$ cat src/rtl/fft_bf_sequencer.sv
// Radix-2 DIF FFT address sequencer: one butterfly per cycle, LAT-deep write-back delay, drain between stages.
// Optional FFT_SEQ_STALL_EN lets stall_i freeze read issue in RUN; otherwise stall_i is ignored.
module fft_bf_sequencer #(
    parameter int LOG_N = 6,
    parameter int LAT   = 3
) (
    input  logic                       clock_i,
    input  logic                       reset_i,
    input  logic                       start_i,
    input  logic                       stall_i,
    output logic                       rd_en_o,
    output logic [LOG_N-1:0]           rd_addr0_o,
    output logic [LOG_N-1:0]           rd_addr1_o,
    output logic [LOG_N-2:0]           tw_addr_o,
    output logic                       wr_en_o,
    output logic [LOG_N-1:0]           wr_addr0_o,
    output logic [LOG_N-1:0]           wr_addr1_o,
    output logic [$clog2(LOG_N)-1:0]   stage_o,
    output logic                       busy_o,
    output logic                       done_o
);

    localparam int KW  = LOG_N - 1;
    localparam int SW  = $clog2(LOG_N);
    localparam int SHW = SW + 1;
    localparam int CW  = 5;
    localparam int DW  = 2 * LOG_N + 1;

    typedef enum logic [1:0] {
        S_IDLE  = 2'd0,
        S_RUN   = 2'd1,
        S_DRAIN = 2'd2,
        S_DONE  = 2'd3
    } state_t;

    state_t          state_q, state_d;
    logic [KW-1:0]   k_q, k_d;
    logic [SW-1:0]   stage_q, stage_d;
    logic [CW-1:0]   cnt_q, cnt_d;
    logic            stall_eff;

    logic            rd_en_q, rd_en_d;
    logic [LOG_N-1:0] rd_addr0_q, rd_addr0_d;
    logic [LOG_N-1:0] rd_addr1_q, rd_addr1_d;
    logic [KW-1:0]   tw_addr_q, tw_addr_d;
    logic [SW-1:0]   stage_out_q, stage_out_d;
    logic            busy_q, busy_d;
    logic            done_q, done_d;

    // Each entry is {valid, addr0, addr1}; entry LAT-1 drives the write port.
    logic [DW-1:0]   dly_q [LAT];

`ifdef FFT_SEQ_STALL_EN
    assign stall_eff = stall_i;
`else
    logic unused_stall;
    assign unused_stall = stall_i;
    assign stall_eff    = 1'b0;
`endif

    logic [SHW-1:0]   sh_grp, sh_base;
    logic [LOG_N-1:0] k_ext, span, jj, grp, base, addr0, addr1;
    logic [KW-1:0]    tw;

    always_comb begin
        sh_grp  = SHW'(LOG_N - 1) - SHW'(stage_q);
        sh_base = sh_grp + SHW'(1);
        k_ext   = {1'b0, k_q};
        span    = LOG_N'(1) << sh_grp;
        jj      = k_ext & (span - LOG_N'(1));
        grp     = k_ext >> sh_grp;
        base    = grp << sh_base;
        addr0   = base | jj;
        addr1   = addr0 + span;
        tw      = jj[KW-1:0] << stage_q;
    end

    always_comb begin
        state_d     = state_q;
        k_d         = k_q;
        stage_d     = stage_q;
        cnt_d       = cnt_q;
        rd_en_d     = 1'b0;
        rd_addr0_d  = '0;
        rd_addr1_d  = '0;
        tw_addr_d   = '0;
        stage_out_d = stage_q;
        busy_d      = (state_q != S_IDLE);
        done_d      = (state_q == S_DONE);

        case (state_q)
            S_IDLE: begin
                if (start_i) begin
                    state_d = S_RUN;
                    k_d     = '0;
                    stage_d = '0;
                end
            end
            S_RUN: begin
                if (!stall_eff) begin
                    rd_en_d    = 1'b1;
                    rd_addr0_d = addr0;
                    rd_addr1_d = addr1;
                    tw_addr_d  = tw;
                    k_d        = k_q + KW'(1);
                    if (k_q == '1) begin
                        state_d = S_DRAIN;
                        cnt_d   = '0;
                    end
                end
            end
            S_DRAIN: begin
                // The last write of this stage lands before the next stage's first read.
                if (cnt_q == CW'(LAT - 1)) begin
                    cnt_d = '0;
                    if (stage_q == SW'(LOG_N - 1)) begin
                        state_d = S_DONE;
                    end else begin
                        state_d = S_RUN;
                        stage_d = stage_q + SW'(1);
                        k_d     = '0;
                    end
                end else begin
                    cnt_d = cnt_q + CW'(1);
                end
            end
            S_DONE: begin
                state_d = S_IDLE;
            end
            default: begin
                state_d = S_IDLE;
            end
        endcase
    end

    always_ff @(posedge clock_i) begin
        if (reset_i) begin
            state_q     <= S_IDLE;
            k_q         <= '0;
            stage_q     <= '0;
            cnt_q       <= '0;
            rd_en_q     <= 1'b0;
            rd_addr0_q  <= '0;
            rd_addr1_q  <= '0;
            tw_addr_q   <= '0;
            stage_out_q <= '0;
            busy_q      <= 1'b0;
            done_q      <= 1'b0;
            for (int i = 0; i < LAT; i++) begin
                dly_q[i] <= '0;
            end
        end else begin
            state_q     <= state_d;
            k_q         <= k_d;
            stage_q     <= stage_d;
            cnt_q       <= cnt_d;
            rd_en_q     <= rd_en_d;
            rd_addr0_q  <= rd_addr0_d;
            rd_addr1_q  <= rd_addr1_d;
            tw_addr_q   <= tw_addr_d;
            stage_out_q <= stage_out_d;
            busy_q      <= busy_d;
            done_q      <= done_d;
            dly_q[0]    <= {rd_en_q, rd_addr0_q, rd_addr1_q};
            for (int i = 1; i < LAT; i++) begin
                dly_q[i] <= dly_q[i-1];
            end
        end
    end

    assign rd_en_o    = rd_en_q;
    assign rd_addr0_o = rd_addr0_q;
    assign rd_addr1_o = rd_addr1_q;
    assign tw_addr_o  = tw_addr_q;
    assign stage_o    = stage_out_q;
    assign busy_o     = busy_q;
    assign done_o     = done_q;
    assign wr_en_o    = dly_q[LAT-1][DW-1];
    assign wr_addr0_o = dly_q[LAT-1][2*LOG_N-1:LOG_N];
    assign wr_addr1_o = dly_q[LAT-1][LOG_N-1:0];

endmodule

$ cat config.mk
export PLATFORM = sky130hd
export DESIGN_NAME = fft_bf_sequencer
export DESIGN_NICKNAME = d
export VERILOG_FILES = /design/src/rtl/fft_bf_sequencer.sv
export SDC_FILE = /design/constraint.sdc
export NUM_CORES = 1
export LEC_CHECK = 0
export CAP_MARGIN = 40
export CELL_PAD_IN_SITES_DETAIL_PLACEMENT = 0
export CELL_PAD_IN_SITES_GLOBAL_PLACEMENT = 1
export CORE_MARGIN = 2
export CORE_UTILIZATION = 25
export CTS_CLUSTER_SIZE = 25
export DETAILED_ROUTE_END_ITERATION = 7
export PLACE_DENSITY = 0.58
export SLEW_MARGIN = 40
export SYNTH_ARGS = -nofsm -noshare
export SYNTH_HDL_FRONTEND = slang
export SYNTH_SLANG_ARGS = --single-unit
$ cat constraint.sdc
create_clock -name clock_i -period 3.4 [get_ports clock_i]
set_input_delay 0.34 -clock clock_i [delete_from_list [all_inputs] [get_ports clock_i]]
set_output_delay 0.34 -clock clock_i [all_outputs]
set_load 0.01 [all_outputs]
==> flow_metrics.py, run 1 <==
metrics = {
    "critical_path": {
        "cp_cell_sequence": "inv_1 -> buf_4 -> ha_1 -> or4b_2 -> o211ai_1 -> nand4_1 -> o311ai_0 -> buf_4 -> ha_1 -> and3_1 -> a211oi_2 -> a21o_1 -> mux2i_1",
        "cp_slowest_stage_delay_ns": 0.62,
        "crit_required_ns": 3.61,
        "critPathSlowestCell": "or4b_2",
        "cp-end-kind": "flop",
        "critPathMaxFanout": 7,
        "worst-setup-path-type": "flop to flop",
        "cp.arrival_ns": 3.34,
        "startpoint_type": "flop",
    },
    "global_routing": {
        "grt_max_degree": 60,
        "grt_pass1_wl_microns": 12380,
        "grt_usage": 0.1101,
        "grt_overflow_total": 0,
        "grt_pass1_vias": 2419,
        "antenna_found_initial": 0,
    },
    "detailed_routing": {
        "vias": 2599,
        "drtPass1Iterations": 4,
        "drt_wl_total_microns": 7409,
        "routed_via_density": 4.450,
        "drt_iter0_markers": 137,
        "wire_per_inst_microns": 12.69,
        "drc": 0,
        "ant_nets": 0,
    },
    "layout": {
        "diodes": 0,
        "layout_common_cells": "dfxtp_1, nor2b_1, clkdlybuf4s50_1",
        "multi_input_area_sq_um": 1705,
        "syn2layout_area_growth_pct": 26.72,
        "seqCellArea_sq_um": 1543,
        "final_nets": 425,
        "layout.cells.most_common": "dfxtp_1",
        "fill_cells": 1336,
        "drive_gt1_frac": 0.1225,
    },
    "worst_hold_path": {
        "hp-class": "flop to flop",
    },
    "die": {
        "die_y_microns": 121.1,
        "start_util": 0.2579,
        "num_rows": 42,
        "io_pins": 40,
        "die_x_microns": 121.1,
        "core_area_sq_um": 13300,
        "dieArea_sq_um": 14670,
    },
    "sta": {
        "whs_ns": 0.4296,
        "fin_tns_setup_ns": 0,
        "timing.slew.headroom": 0.4562,
        "min_period_ns": 3.129,
        "finalMaxSlewViolations": 0,
        "final.setup.worst_slack_ns": 0.2709,
        "fmax_ghz": 0.3196,
        "rsz0062_at_grt": "no",
        "setup-violations-final": 0,
        "final.period_utilization": 0.9203,
        "worst_clock_skew_ns": 0.008020,
        "hold_viol_final": 0,
        "tightest_slew_ns": 0.7951,
    },
    "flow_run": {
        "drv_cap": 0,
    },
    "clock_network": {
        "cts_buffer_depth": 2,
        "hold_buffers": 0,
        "post_cts_resize_count": 0,
        "clock_latency_ns": 0.34,
        "post_cts_buffers": 0,
        "cts_buffers": 9,
        "clk_pin_slew_ns": 0.06,
        "numClockSinks": 77,
        "cts_root_buffer": "clkbuf_16",
        "cts_tree": "done",
        "h-tree-depth": 3,
    },
    "power_and_ir_drop": {
        "finalPower_mw": 1.928,
        "ir_drop_mv": 0.2102,
        "leakagePower_nw": 1.666,
        "power.density_nw_per_um2": 443.8,
    },
    "logic_synthesis": {
        "yosys_warnings": 0,
        "synth.net_count": 388,
        "syn-cell-area_sq_um": 3428,
        "synthArstFlopShare": 0,
        "synth_seq_area_share": 0.4496,
        "yosys.cell_types.count": 55,
        "synth_edf_count": 0,
        "syn_area_per_cell_sq_um": 9.367,
        "syn_inst": 366,
        "yosys_register_bits": 77,
        "synth_top_flop_cell": "dfxtp_1",
    },
    "placed_design": {
        "gp_congestion": 0.8241,
        "port_buffers": 38,
        "pre_cts_ws_ns": 0.1363,
        "hpwl_microns": 5325,
    },
    "outcome": {
        "status": "finished, final reports clean",
    },
}
final timing paths:
check | start | to | slack (ns) | depth (start not counted)
max | stage_out_d[1] | rd_addr1_o[5] | 0.27 | 13
min | dly_q[0][16] | dly_q[0][29] | 0.43 | 1
max reg2reg | stage_out_d[1] | rd_addr1_o[5] | 0.27 | 13
min reg2reg | dly_q[0][16] | dly_q[0][29] | 0.43 | 1
flip-flops by register name (all words and copies together), names as in the netlist, 2 cells and up:
signal       cells
cnt_q            5
dly_q           39
k_q              5
rd_addr0_o       6
rd_addr1_o       6
stage_o          3
stage_out_d      3
state_q          2
tw_addr_o        5
area by class of cell:
cell class | instances | share of cell area
flip-flops and latches | 77 | 0.3551
clock inverters | 6 | 0.01671
inverters | 13 | 0.01123
multi-input cells | 244 | 0.3926
clock buffers | 10 | 0.05271
well taps | 176 | 0.05069
repair buffers | 58 | 0.1210
per-stage QoR:
| stage | cell area [sq um] | instances | utilization |
|---|---|---|---|
| 3_5_place_dp | 4006 | 568 | 0.3013 |
| 2_1_floorplan | 3442 | 366 | - |
| 4_1_cts | 4308 | 584 | 0.3240 |
| 3_3_place_gp | 4006 | 568 | 0.3013 |
| 6_report | 4344 | 584 | 0.3267 |
| 5_1_grt | 4344 | 584 | 0.3267 |
critical path: cells and delay by family (launching register included):
kind	cells	cell delay [ns]
simple gates	3	0.92
fa+ha+maj	2	0.60
compound gates	4	0.55
buf+inv	3	0.47
flops	1	0.38
mux	1	0.06
power by group:
| group | total, mW | leakage (nW) | internal (mW) | switching, mW |
|---|---|---|---|---|
| registers | 0.915 | 0.622 | 0.910 | 0.00526 |
| clock network | 0.955 | 0.149 | 0.575 | 0.380 |
| logic | 0.0577 | 0.896 | 0.0221 | 0.0356 |
| total | 1.93 | 1.67 | 1.51 | 0.420 |
routing by layer:
| layer | share of wire | vias up | GRT usage |
|---|---|---|---|
| li1 | - | 1328 | - |
| met1 | 0.47 | 1212 | 0.1389 |
| met2 | 0.47 | 48 | 0.1721 |
| met3 | 0.035 | 11 | 0.02773 |
| met4 | 0.021 | 0 | 0.05887 |
| met5 | 0 | - | 0 |
cell families after synthesis:
logic type | after synthesis | synth area share
AND/OR/NAND/NOR | 148 | 0.2423
XOR/XNOR | 12 | 0.03066
buffers and inverters | 45 | 0.06423
AO/OA/AOI/OAI | 59 | 0.1241
multiplexers | 7 | 0.02117
adder cells (fa/ha/maj) | 18 | 0.06788
flip-flops | 77 | 0.4496
Yosys cell counts (5+ instances only):
master	count	area share
nor2b_1	47	0.086
nor3_1	11	0.016
dfxtp_1	77	0.45
buf_2	5	0.0073
and2_1	7	0.013
mux2i_1	5	0.015
o21ai_0	11	0.016
xnor2_1	8	0.020
buf_4	12	0.026
and3_1	5	0.0091
a31oi_1	5	0.0091
inv_1	13	0.014
nand2_1	20	0.022
ha_1	17	0.062
nor2_1	25	0.027
clkbuf_1	14	0.015
nand3_1	8	0.012
a21oi_1	10	0.015
Note: power is estimated with default switching activity, not from simulation.
==> inputs of run 2 (changes only) <==
Settings changed: ABC_AREA set to 1, PLACE_DENSITY 0.58 to 0.6.
==> flow_metrics.py, run 2 <==
metrics = {
    "global_routing": {
        "grt_overflow_total": 0,
        "grt_max_degree": 56,
        "top_usage_layer": "met2",
        "grt_pass1_vias": 2431,
        "antenna_found_initial": 0,
        "grt_usage": 0.09893,
        "grt_util_met2": 0.1615,
        "grt_pass1_wl_microns": 11510,
        "met1_usage": 0.1244,
        "met3_usage": 0.02294,
    },
    "layout": {
        "final_cells": 661,
        "layout_common_cells": "inv_1, dfxtp_1, nand2_1",
        "top_register": "dly_q",
        "drive_gt1_frac": 0.1143,
        "fill_cells": 1462,
        "final_nets": 499,
        "diodes": 0,
        "seqCellArea_sq_um": 1541,
        "largest_reg_flops": 39,
        "multi_input_area_sq_um": 1426,
        "finish.utilization": 0.3090,
        "syn2layout_area_growth_pct": 22.35,
    },
    "sta": {
        "rsz0062_at_grt": "no",
        "tightest_slew_ns": 0.5591,
        "final.period_utilization": 0.9074,
        "fin_tns_setup_ns": 0,
        "worst_clock_skew_ns": 0.004788,
        "finalMaxSlewViolations": 0,
        "timing.slew.headroom": 0.6272,
        "hold_viol_final": 0,
        "setup-violations-final": 0,
        "min_period_ns": 3.085,
        "fmax_ghz": 0.3241,
    },
    "power_and_ir_drop": {
        "leakagePower_nw": 1.741,
        "finalPower_mw": 2.077,
        "ir_drop_mv": 0.2210,
        "power.density_nw_per_um2": 490.0,
    },
    "critical_path": {
        "cp_cell_sequence": "buf_4 -> ha_1 -> inv_2 -> xor2_2 -> nor2_2 -> inv_2 -> or2_1 -> nand2_1 -> ha_1 -> inv_1 -> fa_1 -> o21ai_0 -> a21oi_1 -> or2_2 -> a21oi_1",
        "cp.arrival_ns": 3.34,
        "critPathMaxFanout": 16,
        "r2r_setup_slack_ns": 0.31,
        "worst-setup-path-type": "flop to flop",
        "cp_slowest_stage_delay_ns": 0.39,
        "cp-end-kind": "flop",
        "crit_required_ns": 3.65,
        "cp_top_family": "adder cells",
        "startpoint_type": "flop",
        "cp_num_buf_inv": 4,
        "critPathSlowestCell": "fa_1",
    },
    "outcome": {
        "status": "finished, final reports clean",
    },
    "detailed_routing": {
        "drtPass1Iterations": 4,
        "ant_nets": 0,
        "drt_iter0_markers": 170,
        "vias": 2644,
        "drt_wl_total_microns": 6740,
        "routed_via_density": 4.000,
        "drc": 0,
        "wire_per_inst_microns": 10.20,
    },
    "worst_hold_path": {
        "hp-class": "primary input to flop",
    },
    "clock_network": {
        "hold_buffers": 0,
        "post_cts_buffers": 0,
        "cts_buffer_depth": 2,
        "h-tree-depth": 3,
        "clk_pin_slew_ns": 0.06,
        "post_cts_resize_count": 0,
        "clock_latency_ns": 0.32,
        "numClockSinks": 77,
        "cts_root_buffer": "clkbuf_16",
        "cts_buffers": 9,
        "cts_tree": "done",
    },
    "logic_synthesis": {
        "syn_inst": 447,
        "synth_area_leader_cell": "dfxtp_1",
        "syn_area_per_cell_sq_um": 7.751,
        "synthArstFlopShare": 0,
        "synthTopCellsByCount": "dfxtp_1, inv_1, nand2_1, nor2_1, a21oi_1",
        "synth.net_count": 469,
        "synth_edf_count": 0,
        "synth_seq_area_share": 0.4449,
        "yosys.cell_types.count": 41,
        "yosys_register_bits": 77,
        "synth_top_flop_cell": "dfxtp_1",
        "yosys_warnings": 0,
        "synth_top_area_share": 0.4449,
        "yosys-top-cells-area": "dfxtp_1, inv_1, nand2_1, nor2_1, ha_1",
        "syn-cell-area_sq_um": 3465,
    },
    "flow_run": {
        "drv_cap": 0,
    },
    "die": {
        "dieArea_sq_um": 14820,
        "num_rows": 43,
        "core_area_sq_um": 13720,
        "start_util": 0.2525,
        "die_x_microns": 121.7,
        "io_pins": 40,
        "die_y_microns": 121.7,
    },
    "placed_design": {
        "dp.cells": 646,
        "gp_congestion": 0.7704,
        "hpwl_microns": 5106,
        "port_buffers": 38,
    },
}
==> run 2: layout make-up <==
type	instances	share of cell area
Tap cell	180	0.05313
Timing Repair Buffer	44	0.09917
Sequential cell	77	0.3636
Multi-Input combinational cell	260	0.3365
Clock buffer	12	0.06051
Clock inverter	3	0.01063
Inverter	85	0.07645
==> run 2: final timing paths <==
kind,start,end,cells after the start
setup / recovery,stage_out_d[1],rd_addr1_o[4],15
hold / removal,reset_i,rd_en_o,2
setup reg to reg,stage_out_d[1],rd_addr1_o[4],15
hold reg to reg,dly_q[0][5],dly_q[0][18],2
==> run 2: through the flow <==
step	worst slack, ns	hold WS [ns]	area, sq um
after floorplan	0.2226	0.3883	3465
after global placement	0.2622	0.3895	3935
after detailed placement	0.2718	0.3928	3935
after CTS	0.2588	0.2366	4237
after global routing	0.02973	0.2368	4239
final	0.3148	0.2438	4239
==> run 2: where the power goes <==
part	internal, mW	switching [mW]	leakage, nW
registers	0.924	0.0181	0.622
logic	0.0626	0.127	0.978
clock network	0.604	0.341	0.141
total	1.59	0.486	1.74
==> run 2: cell families (layout without fill, tap and decap cells) <==
logic type,count (synthesis),count (layout),synth area share
buffers and inverters,110,144,0.1441
and+or+nand+nor,181,181,0.2326
xor gates and xnor gates,8,8,0.02239
adders and majority gates,18,18,0.06717
AOI/OAI and AO/OA,53,53,0.08885
DFF,77,77,0.4449
==> run 2: worst register-to-register path: stages, from the launching register on <==
cell and delay, ns:
dfxtp_1 0.32, buf_4 0.22, ha_1 0.28, inv_2 0.10
xor2_2 0.20, nor2_2 0.12, inv_2 0.06, or2_1 0.27
nand2_1 0.08, ha_1 0.22, inv_1 0.07, fa_1 0.39
o21ai_0 0.19, a21oi_1 0.10, or2_2 0.28, a21oi_1 0.12
==> run 2: routing by layer <==
metal	wire length [microns]	vias to the layer above
met5	0	-
met4	138	0
met3	264	11
met2	3085	45
met1	3251	1175
li1	-	1413
==> inputs of run 3 (changes only) <==
Settings changed: CORE_MARGIN 2 to unset.
==> flow_metrics.py, run 3 (synthesized netlist as in run 2, its figures left out) <==
metrics = {
    "clock_network": {
        "post_cts_resize_count": 0,
        "cts_tree": "done",
        "post_cts_buffers": 0,
        "cts_buffers": 9,
        "cts_buffer_depth": 2,
        "numClockSinks": 77,
        "clk_pin_slew_ns": 0.06,
        "hold_buffers": 0,
        "h-tree-depth": 3,
        "clock_latency_ns": 0.33,
        "cts_root_buffer": "clkbuf_16",
    },
    "power_and_ir_drop": {
        "ir_drop_mv": 0.2130,
        "leakagePower_nw": 1.764,
        "power.density_nw_per_um2": 491.4,
        "finalPower_mw": 2.102,
    },
    "detailed_routing": {
        "routed_via_density": 4.055,
        "drt_wl_total_microns": 6954,
        "drt_iter0_markers": 151,
        "wire_per_inst_microns": 10.54,
        "drc": 0,
        "ant_nets": 0,
        "vias": 2676,
        "drtPass1Iterations": 4,
    },
    "global_routing": {
        "grt_overflow_total": 0,
        "antenna_found_initial": 0,
        "grt_pass1_vias": 2546,
        "grt_usage": 0.1075,
        "grt_max_degree": 56,
        "grt_pass1_wl_microns": 12010,
    },
    "sta": {
        "fmax_ghz": 0.3283,
        "timing.slew.headroom": 0.6252,
        "fin_tns_setup_ns": 0,
        "hold_viol_final": 0,
        "final.period_utilization": 0.8959,
        "tightest_slew_ns": 0.5622,
        "setup-violations-final": 0,
        "min_period_ns": 3.046,
        "finalMaxSlewViolations": 0,
        "rsz0062_at_grt": "no",
        "worst_clock_skew_ns": 0.005501,
    },
    "die": {
        "start_util": 0.2585,
        "num_rows": 42,
        "core_area_sq_um": 13400,
        "die_y_microns": 119.7,
        "io_pins": 40,
        "dieArea_sq_um": 14330,
        "die_x_microns": 119.7,
    },
    "critical_path": {
        "r2r_end": "rd_addr1_o[4]",
        "rr_worst_depth": 15,
        "startpoint_type": "flop",
        "r2r_setup_slack_ns": 0.35,
        "cp-end-kind": "flop",
        "critPathMaxFanout": 16,
        "worst-setup-path-type": "flop to flop",
        "reg2reg_from": "stage_out_d[1]",
        "crit_required_ns": 3.66,
        "cp.arrival_ns": 3.31,
    },
    "worst_hold_path": {
        "min_to": "rd_en_o",
        "hold_depth": 2,
        "min-delay-start": "reset_i",
        "hp-class": "primary input to flop",
    },
    "layout": {
        "seqCellArea_sq_um": 1541,
        "multi_input_area_sq_um": 1446,
        "top_register": "dly_q",
        "final_nets": 501,
        "layout_common_cells": "inv_1, dfxtp_1, nand2_1",
        "finish.utilization": 0.3192,
        "fill_cells": 1445,
        "diodes": 0,
        "syn2layout_area_growth_pct": 23.47,
        "drive_gt1_frac": 0.1260,
        "largest_reg_flops": 39,
    },
    "placed_design": {
        "port_buffers": 38,
        "hpwl_microns": 5341,
        "gp_congestion": 0.8258,
    },
    "outcome": {
        "status": "finished, final reports clean",
    },
    "flow_run": {
        "drv_cap": 0,
    },
}
==> run 3: cell types whose count changed in the layout (fill, tap and decap cells not counted), sizes merged <==
cell / change
clkinvlp: -2
buf: +2
clkinv: +3
clkbuf: -1
inv: +1
==> run 3: metrics by stage <==
step,instance area [sq um],instances,hold WS [ns],setup slack (ns)
2_1_floorplan,3465,447,0.3883,0.2226
3_3_place_gp,3945,644,0.3903,0.2966
5_1_grt,4278,660,0.2228,0.05177
4_1_cts,4255,660,0.2227,0.2380
6_report,4278,660,0.2294,0.3540
3_5_place_dp,3945,644,0.3927,0.2667
==> run 3: how the worst max path moves through the flow <==
stage | startpoint | endpoint | slack, ns
floorplan | stage_out_d[1] | rd_addr1_o[5] | 0.22
global placement | stage_out_d[2] | rd_addr1_o[5] | 0.30
detailed placement | stage_out_d[2] | rd_addr1_o[5] | 0.27
CTS | stage_out_d[2] | rd_addr1_o[5] | 0.24
global route | stage_out_d[2] | rd_addr1_o[5] | 0.05
finish | stage_out_d[1] | rd_addr1_o[4] | 0.35
==> run 3: layer usage <==
metal | GRT usage | up-vias | routed length, microns
met5 | 0 | - | 0
met4 | 0.06328 | 0 | 172
met3 | 0.02424 | 12 | 227
met2 | 0.1777 | 43 | 3328
met1 | 0.1272 | 1199 | 3226
li1 | - | 1422 | -
==> run 3: power breakdown <==
group / switching (mW) / internal (mW)
Clock: 0.360 / 0.609
Sequential: 0.0181 / 0.924
Combinational: 0.128 / 0.0627
==> run 3: layout make-up <==
cell class	count	area share
clock buffer	11	0.05908
sequential	77	0.3603
multi-input combinational	260	0.3381
timing repair buffer	46	0.1018
clock inverter	5	0.01345
inverter	85	0.07575
tap	176	0.05148
==> run 3: critical path: stages (launching register included) <==
cell	delay, ns
dfxtp_1	0.33
buf_4	0.21
ha_1	0.28
inv_2	0.10
xor2_2	0.20
nor2_2	0.12
inv_2	0.07
or2_1	0.25
nand2_1	0.07
ha_1	0.24
inv_1	0.07
fa_1	0.39
o21ai_0	0.17
a21oi_1	0.09
or2_2	0.27
a21oi_1	0.11
